<file path="src/rtl/ts_pkg.sv">
// Shared definitions for the MPEG transport-stream continuity monitor.
// Holds the TS framing constants, the per-channel sync FSM state type and
// a small helper for modulo-16 continuity-counter arithmetic.
package ts_pkg;

  localparam logic [7:0]  SYNC_BYTE = 8'h47;
  localparam int          PKT_LEN   = 188;
  localparam logic [12:0] NULL_PID  = 13'h1FFF;

  typedef enum logic [1:0] {
    HUNT    = 2'd0,
    CONFIRM = 2'd1,
    LOCKED  = 2'd2
  } ts_state_e;

  // Expected continuity counter of the next packet (wraps 15 -> 0).
  function automatic logic [3:0] cc_succ(input logic [3:0] cc);
    return cc + 4'd1;
  endfunction

endpackage

</file>
<file path="src/rtl/ts_ch_monitor.sv">
// One TS byte channel: sync acquisition (HUNT/CONFIRM/LOCKED), header
// parsing, continuity-counter checking and saturating statistics.
// Ports:
//   clk, reset_n        clock, synchronous active-low reset
//   byte_data/valid     incoming byte and its qualifier
//   pid_filter          PID whose continuity is checked
//   clr                 clears counters and CC history, keeps lock state
//   locked              high while the FSM is in LOCKED
//   cc_err              one-cycle pulse after an erroneous header byte
//   pkt_cnt, cc_err_cnt, sync_loss_cnt  saturating counters
module ts_ch_monitor
  import ts_pkg::*;
#(
  parameter int CNT_W    = 16,
  parameter int LOCK_N   = 3,
  parameter int UNLOCK_N = 3
) (
  input  logic             clk,
  input  logic             reset_n,
  input  logic [7:0]       byte_data,
  input  logic             byte_valid,
  input  logic [12:0]      pid_filter,
  input  logic             clr,
  output logic             locked,
  output logic             cc_err,
  output logic [CNT_W-1:0] pkt_cnt,
  output logic [CNT_W-1:0] cc_err_cnt,
  output logic [CNT_W-1:0] sync_loss_cnt
);

  localparam logic [7:0]       LOCK_T   = 8'(LOCK_N);
  localparam logic [7:0]       UNLOCK_T = 8'(UNLOCK_N);
  localparam logic [7:0]       LAST_POS = 8'(PKT_LEN - 1);
  localparam logic [CNT_W-1:0] CNT_MAX  = '1;

  ts_state_e        state_reg, state_next;
  logic [7:0]       pos_reg, pos_next;
  logic [7:0]       good_reg, good_next;
  logic [7:0]       miss_reg, miss_next;
  logic [4:0]       pid_hi_reg, pid_hi_next;
  logic [7:0]       pid_lo_reg, pid_lo_next;
  logic [12:0]      filt_reg;
  logic             hist_reg, hist_next;     // last_cc_reg holds a valid CC
  logic             dup_reg, dup_next;       // previous checked packet was a duplicate
  logic [3:0]       last_cc_reg, last_cc_next;
  logic             cc_err_reg, cc_err_next;
  logic [CNT_W-1:0] pkt_reg, pkt_next;
  logic [CNT_W-1:0] err_reg, err_next;
  logic [CNT_W-1:0] loss_reg, loss_next;
  logic             cc_bad, loss_inc;

  logic        is_sync, hdr3, checked, hist_ok;
  logic [12:0] pid;
  logic [3:0]  rx_cc;
  logic [1:0]  rx_afc;

  assign is_sync = (byte_data == SYNC_BYTE);
  assign pid     = {pid_hi_reg, pid_lo_reg};
  assign rx_afc  = byte_data[5:4];
  assign rx_cc   = byte_data[3:0];
  assign hdr3    = byte_valid && (state_reg == LOCKED) && (pos_reg == 8'd3);
  assign checked = hdr3 && (pid == pid_filter) && (pid != NULL_PID);
  // A filter change invalidates the stored CC in the very cycle it happens.
  assign hist_ok = hist_reg && (pid_filter == filt_reg);

  function automatic logic [CNT_W-1:0] sat_inc(input logic [CNT_W-1:0] v, input logic inc);
    return (inc && (v != CNT_MAX)) ? v + CNT_W'(1) : v;
  endfunction

  always_comb begin
    state_next   = state_reg;
    pos_next     = pos_reg;
    good_next    = good_reg;
    miss_next    = miss_reg;
    pid_hi_next  = pid_hi_reg;
    pid_lo_next  = pid_lo_reg;
    hist_next    = hist_ok;
    dup_next     = dup_reg;
    last_cc_next = last_cc_reg;
    cc_bad       = 1'b0;
    loss_inc     = 1'b0;

    if (byte_valid) begin
      pos_next = (pos_reg == LAST_POS) ? 8'd0 : pos_reg + 8'd1;
      unique case (state_reg)
        HUNT: begin
          if (is_sync) begin
            pos_next   = 8'd1;
            good_next  = 8'd1;
            miss_next  = 8'd0;
            state_next = (LOCK_T <= 8'd1) ? LOCKED : CONFIRM;
          end else begin
            pos_next = 8'd0;
          end
        end
        CONFIRM: begin
          if (pos_reg == 8'd0) begin
            if (is_sync) begin
              good_next = good_reg + 8'd1;
              if (good_reg + 8'd1 >= LOCK_T) begin
                state_next = LOCKED;
                miss_next  = 8'd0;
              end
            end else begin
              state_next = HUNT;
              pos_next   = 8'd0;
              good_next  = 8'd0;
            end
          end
        end
        LOCKED: begin
          if (pos_reg == 8'd0) begin
            if (is_sync) begin
              miss_next = 8'd0;
            end else if (miss_reg + 8'd1 >= UNLOCK_T) begin
              state_next = HUNT;
              pos_next   = 8'd0;
              good_next  = 8'd0;
              miss_next  = 8'd0;
              hist_next  = 1'b0;
              loss_inc   = 1'b1;
            end else begin
              miss_next = miss_reg + 8'd1;
            end
          end
          if (pos_reg == 8'd1) pid_hi_next = byte_data[4:0];
          if (pos_reg == 8'd2) pid_lo_next = byte_data;
        end
        default: state_next = HUNT;
      endcase
    end

    // Continuity check on the fourth header byte of a monitored packet.
    if (checked) begin
      last_cc_next = rx_cc;
      hist_next    = 1'b1;
      dup_next     = 1'b0;
      if (hist_ok) begin
        if (rx_afc[0]) begin
          // Payload present: CC must advance, one repeat is tolerated.
          if (rx_cc == cc_succ(last_cc_reg)) begin
            dup_next = 1'b0;
          end else if (rx_cc == last_cc_reg) begin
            cc_bad   = dup_reg;
            dup_next = 1'b1;
          end else begin
            cc_bad = 1'b1;
          end
        end else begin
          // No payload: CC must not change.
          cc_bad = (rx_cc != last_cc_reg);
        end
      end
    end

    if (clr) hist_next = 1'b0;

    cc_err_next = cc_bad;
    pkt_next    = clr ? '0 : sat_inc(pkt_reg, hdr3);
    err_next    = clr ? '0 : sat_inc(err_reg, cc_bad);
    loss_next   = clr ? '0 : sat_inc(loss_reg, loss_inc);
  end

  always_ff @(posedge clk) begin
    if (!reset_n) begin
      state_reg   <= HUNT;
      pos_reg     <= '0;
      good_reg    <= '0;
      miss_reg    <= '0;
      pid_hi_reg  <= '0;
      pid_lo_reg  <= '0;
      filt_reg    <= '0;
      hist_reg    <= 1'b0;
      dup_reg     <= 1'b0;
      last_cc_reg <= '0;
      cc_err_reg  <= 1'b0;
      pkt_reg     <= '0;
      err_reg     <= '0;
      loss_reg    <= '0;
    end else begin
      state_reg   <= state_next;
      pos_reg     <= pos_next;
      good_reg    <= good_next;
      miss_reg    <= miss_next;
      pid_hi_reg  <= pid_hi_next;
      pid_lo_reg  <= pid_lo_next;
      filt_reg    <= pid_filter;
      hist_reg    <= hist_next;
      dup_reg     <= dup_next;
      last_cc_reg <= last_cc_next;
      cc_err_reg  <= cc_err_next;
      pkt_reg     <= pkt_next;
      err_reg     <= err_next;
      loss_reg    <= loss_next;
    end
  end

  assign locked        = (state_reg == LOCKED);
  assign cc_err        = cc_err_reg;
  assign pkt_cnt       = pkt_reg;
  assign cc_err_cnt    = err_reg;
  assign sync_loss_cnt = loss_reg;

endmodule

</file>
<file path="src/rtl/ts_cc_monitor.sv">
// Multi-channel TS continuity monitor: NUM_CH independent ts_ch_monitor
// instances, each fed from its own slice of the packed input buses.
// Ports: clk, reset_n (sync, active low), byte_data[8c+7:8c], byte_valid[c],
// pid_filter[13c+12:13c], clr; outputs locked[c], cc_err[c] and the
// per-channel CNT_W-bit counters pkt_cnt, cc_err_cnt, sync_loss_cnt.
module ts_cc_monitor #(
  parameter int NUM_CH   = 4,
  parameter int CNT_W    = 16,
  parameter int LOCK_N   = 3,
  parameter int UNLOCK_N = 3
) (
  input  logic                    clk,
  input  logic                    reset_n,
  input  logic [NUM_CH*8-1:0]     byte_data,
  input  logic [NUM_CH-1:0]       byte_valid,
  input  logic [NUM_CH*13-1:0]    pid_filter,
  input  logic                    clr,
  output logic [NUM_CH-1:0]       locked,
  output logic [NUM_CH-1:0]       cc_err,
  output logic [NUM_CH*CNT_W-1:0] pkt_cnt,
  output logic [NUM_CH*CNT_W-1:0] cc_err_cnt,
  output logic [NUM_CH*CNT_W-1:0] sync_loss_cnt
);

  generate
    for (genvar gi = 0; gi < NUM_CH; gi++) begin : g_ch
      ts_ch_monitor #(
        .CNT_W   (CNT_W),
        .LOCK_N  (LOCK_N),
        .UNLOCK_N(UNLOCK_N)
      ) u_ch (
        .clk          (clk),
        .reset_n      (reset_n),
        .byte_data    (byte_data[8*gi +: 8]),
        .byte_valid   (byte_valid[gi]),
        .pid_filter   (pid_filter[13*gi +: 13]),
        .clr          (clr),
        .locked       (locked[gi]),
        .cc_err       (cc_err[gi]),
        .pkt_cnt      (pkt_cnt[CNT_W*gi +: CNT_W]),
        .cc_err_cnt   (cc_err_cnt[CNT_W*gi +: CNT_W]),
        .sync_loss_cnt(sync_loss_cnt[CNT_W*gi +: CNT_W])
      );
    end
  endgenerate

endmodule

</file>
<file path="config.mk">
export PLATFORM = sky130hd
export DESIGN_NAME = ts_cc_monitor
export DESIGN_NICKNAME = d
export VERILOG_FILES = /design/src/rtl/ts_pkg.sv /design/src/rtl/ts_ch_monitor.sv /design/src/rtl/ts_cc_monitor.sv
export SDC_FILE = /design/constraint.sdc
export NUM_CORES = 1
export LEC_CHECK = 0
export BUFFER_PORTS_ARGS = -buffer_cell sky130_fd_sc_hd__clkbuf_2
export CAP_MARGIN = 20
export CORE_MARGIN = 4
export CORE_UTILIZATION = 47
export DETAILED_ROUTE_END_ITERATION = 12
export GPL_ROUTABILITY_DRIVEN = 0
export PLACE_DENSITY = 0.75
export SYNTH_ARGS = -nofsm -noshare
export SYNTH_HDL_FRONTEND = slang
export SYNTH_SLANG_ARGS = --single-unit
</file>
<file path="constraint.sdc">
create_clock -name clk -period 2.46 [get_ports clk]
set_input_delay 0.123 -clock clk [delete_from_list [all_inputs] [get_ports clk]]
set_output_delay 0.123 -clock clk [all_outputs]
set_load 0.01 [all_outputs]
</file>
Yosys cells after proc, flatten, opt, wreduce, memory -nomap -nowiden
Index checks and enable logic that the tools add are counted.

Register bits after elaboration: 428. Logic and storage cells: 458.

Eq/ne operators: 96. Reduce and logical (&&, ||, !) cells: 65. Order comparisons: 8. Add/subtract/negate cells: 28. Mux-type cells: 204. Bitwise operators: 1.

Operators with widths (count): $mux 8 (76); $pmux 8 s3 (12); $add 16x1->16 const B (12); $ne 16x16->1 const B (12); $eq 13x13->1 (8); $add 8x1->8 const B (12); $mux 1 (84); $reduce_and 7->1 (12); $eq 8x2->1 const B (8); $ge 8x2->1 const B (8); $mux 2 (28); $ne 13x13->1 const B (4); $eq 4x4->1 (8); $eq 8x1->1 const B (4); $eq 8x7->1 const B (4); $eq 8x8->1 const B (4); $logic_and 1x1->1 (32); $logic_not 8->1 (4); $ne 2x1->1 const B (16); $ne 2x2->1 const B (12); $pmux 2 s3 (4); $reduce_and 3->1 (8); $add 4x1->4 const B (4); $ne 4x4->1 (4); 7 further kinds (22).

Longest topological paths before layout
Depth after elaboration: 8. Depth in mapped cells: 12.

Hierarchy
Synthesis repeated with hierarchy kept, for this count alone.

Cell total of the unflattened synthesis: 2690. Area total of the unflattened synthesis: 22510.3 um2.

Modules (own cells, without submodules): ts_ch_monitor at g_ch[0].u_ch ... (instances 2, cells an instance 662, area each 5614.1 um2, seq. area each 2142.1 um2); ts_ch_monitor at g_ch[1].u_ch (instances 1, cells an instance 683, area each 5679.2 um2, seq. area each 2142.1 um2); ts_ch_monitor at g_ch[3].u_ch (instances 1, cells an instance 683, area each 5602.9 um2, seq. area each 2142.1 um2).

Worst setup path after synthesis
Ideal clock, no wire load.

Kind: flip-flop to flip-flop. From: register g_ch[2].u_ch.state_reg[0]. To: register g_ch[2].u_ch.err_reg[15]. Buffers on the path: 2. Cell stages (with the launch flop): 11. Library setup time: 71 ps. Data arrival time: 2608 ps. Period minus slack after synthesis: 2679 ps. Setup slack: -219 ps. Cell sequence: dfxtp_1 inv_1 ha_1 clkbuf_1 nor4bb_1 nand3_1 nor4_1 nand4_1 clkbuf_1 or4_1 a21oi_1.

Cells in the longest elaborated chain, start to end: 7.

Ends and longest elaborated chain: start, declared (line ts_ch_monitor.sv:36) `ts_state_e state_reg, state_next;`; start signal, assigned (line ts_ch_monitor.sv:181) `state_reg <= state_next;`; $eq 2x2->1; net g_ch[2].u_ch.locked (line ts_ch_monitor.sv:24) `output logic locked,`; $logic_and 1x1->1 (2 in a row) (line ts_ch_monitor.sv:61) `assign hdr3 = byte_valid && (state_reg == LOCKED) && (pos_reg == 8'd3);`; $logic_and 1x1->1 (2 in a row) (line ts_ch_monitor.sv:62) `assign checked = hdr3 && (pid == pid_filter) && (pid != NULL_PID);`; $mux 1 (line ts_ch_monitor.sv:134) `if (checked) begin`; $logic_and 1x1->1 (line ts_ch_monitor.sv:67) `return (inc && (v != CNT_MAX)) ? v + CNT_W'(1) : v;`; end signal, assigned (line ts_ch_monitor.sv:193) `err_reg <= err_next;`; end, declared (line ts_ch_monitor.sv:48) `logic [CNT_W-1:0] err_reg, err_next;`.

The timed path passes the listed nets, and every way through them passes these cells. A chain may end at the register's enable or synchronous reset.

Worst setup path in the final report
From: register g_ch[1].u_ch.pos_reg[2]. To: register g_ch[1].u_ch.err_reg[14].

Cells in the longest elaborated chain, start to end: 6.

Ends and longest elaborated chain: start, declared (line ts_ch_monitor.sv:37) `logic [7:0] pos_reg, pos_next;`; start signal, assigned (line ts_ch_monitor.sv:182) `pos_reg <= pos_next;`; $eq 8x2->1 (line ts_ch_monitor.sv:61); $logic_and 1x1->1 (line ts_ch_monitor.sv:61); $logic_and 1x1->1 (2 in a row) (line ts_ch_monitor.sv:62); $mux 1 (line ts_ch_monitor.sv:134); $logic_and 1x1->1 (line ts_ch_monitor.sv:67); end signal, assigned (line ts_ch_monitor.sv:193); end, declared (line ts_ch_monitor.sv:48).

No other way between the ends.

==> results by group <==
Place
  – IO buf count: 290
  – DP HPWL: 47.7 mm
  – Place WS: -0.0991 ns
  – Placement Cell Area: 25100 um2

Critical path
  – CP max FO: 6
  – Worst setup EP type: flop
  – Startpoint type of the worst setup path: flop
  – Crit Path Class: flop to flop
  – Critical path data arrival time: 2.92 ns
  – Required @ worst endpoint: 2.95 ns

Pwr
  – P_int: 11.7 mW
  – Sequential Power Share: 46.3%
  – Switching pwr: 3.40 mW
  – VDD IR max: 0.000503 V
  – LEAKAGE: 10.4 nW
  – Combinational cell fraction of total power: 5.5%
  – Switching share of total power: 22.4%
  – Clock Power Share: 48.2%
  – Pwr/cell area: 537 nW/um2

Floorplan
  – # rows: 79
  – Core ar.: 46700 um2
  – Initial Utilization: 47.6%
  – I/O Pins: 291
  – Die Y: 225 um
  – Die W: 225 um
  – Die ar.: 50800 um2

Route
  – Post-Route WL: 70.8 mm
  – DRT Pass-1 Iters: 5
  – Number of DRC violations after detailed-routing iteration 0: 2341
  – Avg WL per Cell: 18.6 um
  – Detailed-route via count: 22958
  – Remaining antenna violation count after routing: 0
  – Residual DRC count: 0
  – Vias per cell: 6.04

Timing
  – Fin Setup TNS: 0 ns
  – Slew @ Worst Pin: 0.908 ns
  – Worst setup margin: 0.0299 ns
  – RSZ-0062 raised after global routing: yes
  – Final slew viol count: 0
  – Relative slew slack: 39.3%
  – Fmax achieved: 412 MHz
  – Final setup viols: 0
  – Tmin final: 2.43 ns
  – Clock Skew: 0.0201 ns
  – Final Hold Fails: 0
  – Final period utilization: 98.8%

Yosys
  – Sequential share of the synthesized area: 38.5%
  – Top cells by area, synth: dfxtp_1 (39%), nand2_1 (5.2%), xnor2_1 (5.0%)
  – Yosys top cell by area: dfxtp_1
  – Post-Syn Area: 22200 um2
  – Yosys warning count: 0
  – Post-synth top area share: 38.5%
  – Fraction of registers with async set/reset: 0%
  – Distinct cell type count of the synthesized netlist: 82
  – Post-synth EDFFs: 0
  – Yosys reg bits: 428
  – Post-Syn Nets: 2847
  – Syn Area/Cell: 8.26 um2
  – Syn Inst Count: 2692
  – Dominant synthesized flop cell: dfxtp_1

Global routing
  – Met3 Usage GRT: 4.29%
  – Met2 Use GR: 42.6%
  – Largest net degree at the start of global routing: 81
  – Initial antenna violation count: 7
  – Grt ovf: 0
  – Number of global-route vias before repair: 21792
  – First-pass GRT wire length: 111 mm
  – Met1 Use GR: 32.9%
  – Most Used Layer, Global Route: met2
  – GRT Total Usage: 25.6%

CTS
  – CTS tree: yes
  – H-tree depth: 2
  – Clock Tree Buf Depth: 3
  – Later-pin clock latency in the skew report: 0.57 ns
  – Clock root buffer: clkbuf_16
  – CTS Buf Count: 46
  – CTS Sinks: 428
  – Reg clk slew, reported paths: 0.06 ns

Job
  – Max-Cap Viols: 0

Final layout
  – Share of cells above drive strength 1: 20.5%
  – Nets: 3306
  – Non-Filler Cell Area, Final: 28200 um2
  – Area Overhead vs Synth: 26.8%
  – Final core utilization: 60.4%

Worst hold path
  – Hold Path Class: input port to flop

Status
  – Run status: finished clean
## metrics by stage
step | hold slack (ns) | power (mW) | instances
detailed placement | 0.383 | 7.80 | 3610
floorplan | 0.213 | 7.53 | 2692
global route | 0.0717 | 15.6 | 3798
CTS | 0.0307 | 15.1 | 3779
global placement | 0.368 | 7.78 | 3610
finish | 0.0724 | 15.1 | 3798
## power groups by stage
stage | Clock (mW) | Combinational, mW | Sequential (mW)
6_report | 7.30 | 0.825 | 7.01
2_1_floorplan | 0 | 0.382 | 7.15
3_3_place_gp | 0 | 0.628 | 7.16
5_1_grt | 7.67 | 0.874 | 7.01
3_5_place_dp | 0 | 0.647 | 7.16
4_1_cts | 7.35 | 0.771 | 7.00
## cells by family after synthesis
| group | share of synthesized area [%] |
|---|---|
| AND/OR/NAND/NOR | 30.8 |
| AO/OA/AOI/OAI | 12.7 |
| flip-flops | 38.5 |
| XOR/XNOR | 7.72 |
| buffers and inverters | 3.55 |
| multiplexers | 3.04 |
| adder cells (fa/ha/maj) | 3.60 |
## timing repair
item / CTS / global route
endpoints found under the hold margin: 124 / 0
setup buffers: 0 / 8
cloned: 0 / 6
pin swaps: 3 / 43
endpoints found under the setup margin: 38 / 107
gates resized for setup: 12 / 85
hold buffers: 86 / 0
## worst max-delay path, cell delays in order (launching register included)
cell and delay, ns:
dfxtp_2 0.34, nor4_4 0.31, nand3_2 0.10, or4_4 0.55
or3_4 0.50, or4_4 0.44, a21oi_2 0.12
## cell usage after synthesis, types with 5 or more instances
| library cell | instances |
|---|---|
| o311ai_0 | 6 |
| a311oi_1 | 6 |
| xnor2_1 | 126 |
| nand4_1 | 112 |
| nand2b_1 | 18 |
| nand4b_1 | 6 |
| or2_2 | 32 |
| nor2_1 | 167 |
| ha_1 | 64 |
| a31o_2 | 5 |
| and2_1 | 72 |
| a211oi_1 | 13 |
| o22ai_1 | 8 |
| o31ai_1 | 37 |
| clkbuf_1 | 104 |
| o21ai_0 | 84 |
| a21o_1 | 8 |
| o41ai_1 | 7 |
| o21a_1 | 5 |
| o2111ai_1 | 6 |
| nor4_1 | 60 |
| inv_1 | 74 |
| nor3_1 | 47 |
| xor2_1 | 70 |
| and4_1 | 22 |
| a21oi_1 | 188 |
| nand3_1 | 190 |
| a211o_1 | 11 |
| mux2i_1 | 63 |
| or3_1 | 83 |
| dfxtp_1 | 428 |
| or4_1 | 55 |
| nand3b_1 | 14 |
| a31oi_1 | 14 |
| nor4b_1 | 11 |
| o311ai_1 | 6 |
| and3_1 | 59 |
| nor2b_1 | 5 |
| buf_4 | 8 |
| o211ai_1 | 15 |
| nand2_1 | 307 |
## cells in the final DEF, fill, tap and decap left out, types with 71 or more instances in the layout
cell           netlist  routed
nor2_1             167     164
a21oi_1            188     180
o21ai_0             84      84
or3_1               83      83
dfxtp_1            428     424
inv_1               74      72
xnor2_1            126     119
and2_1              72      71
dlygate4sd3_1        0      86
clkbuf_2             1     289
buf_4                8     141
nand3_1            190     183
nand4_1            112     112
nand2_1            307     307
## final cells by class
type	instances	area, um2
Timing Repair Buffer	529	3590
Clock buffer	72	1430
Clock inverter	11	158
Fill cell	3839	18500
Antenna cell	5	12.5
Inverter	75	284
Sequential cell	428	8570
Tap cell	607	759
Multi-Input combinational cell	2071	13400
## worst paths after layout
kind / from / endpoint / slack [ns] / depth (start not counted)
min: reset_n / g_ch[2].u_ch.state_reg[0] / 0.07 / 3
min reg2reg: g_ch[2].u_ch.miss_reg[7] / g_ch[2].u_ch.miss_reg[7] / 0.45 / 2
max: g_ch[1].u_ch.pos_reg[2] / g_ch[1].u_ch.cc_err_cnt[14] / 0.03 / 6
max reg2reg: g_ch[1].u_ch.pos_reg[2] / g_ch[1].u_ch.cc_err_cnt[14] / 0.03 / 6
## per-layer routing
| layer | share of wire (%) | vias to the layer above |
|---|---|---|
| met5 | 0.038 | - |
| met4 | 4.4 | 4 |
| met3 | 7.7 | 278 |
| met2 | 47 | 1025 |
| met1 | 41 | 10951 |
| li1 | - | 10700 |
(Power assumes the default switching activity.)
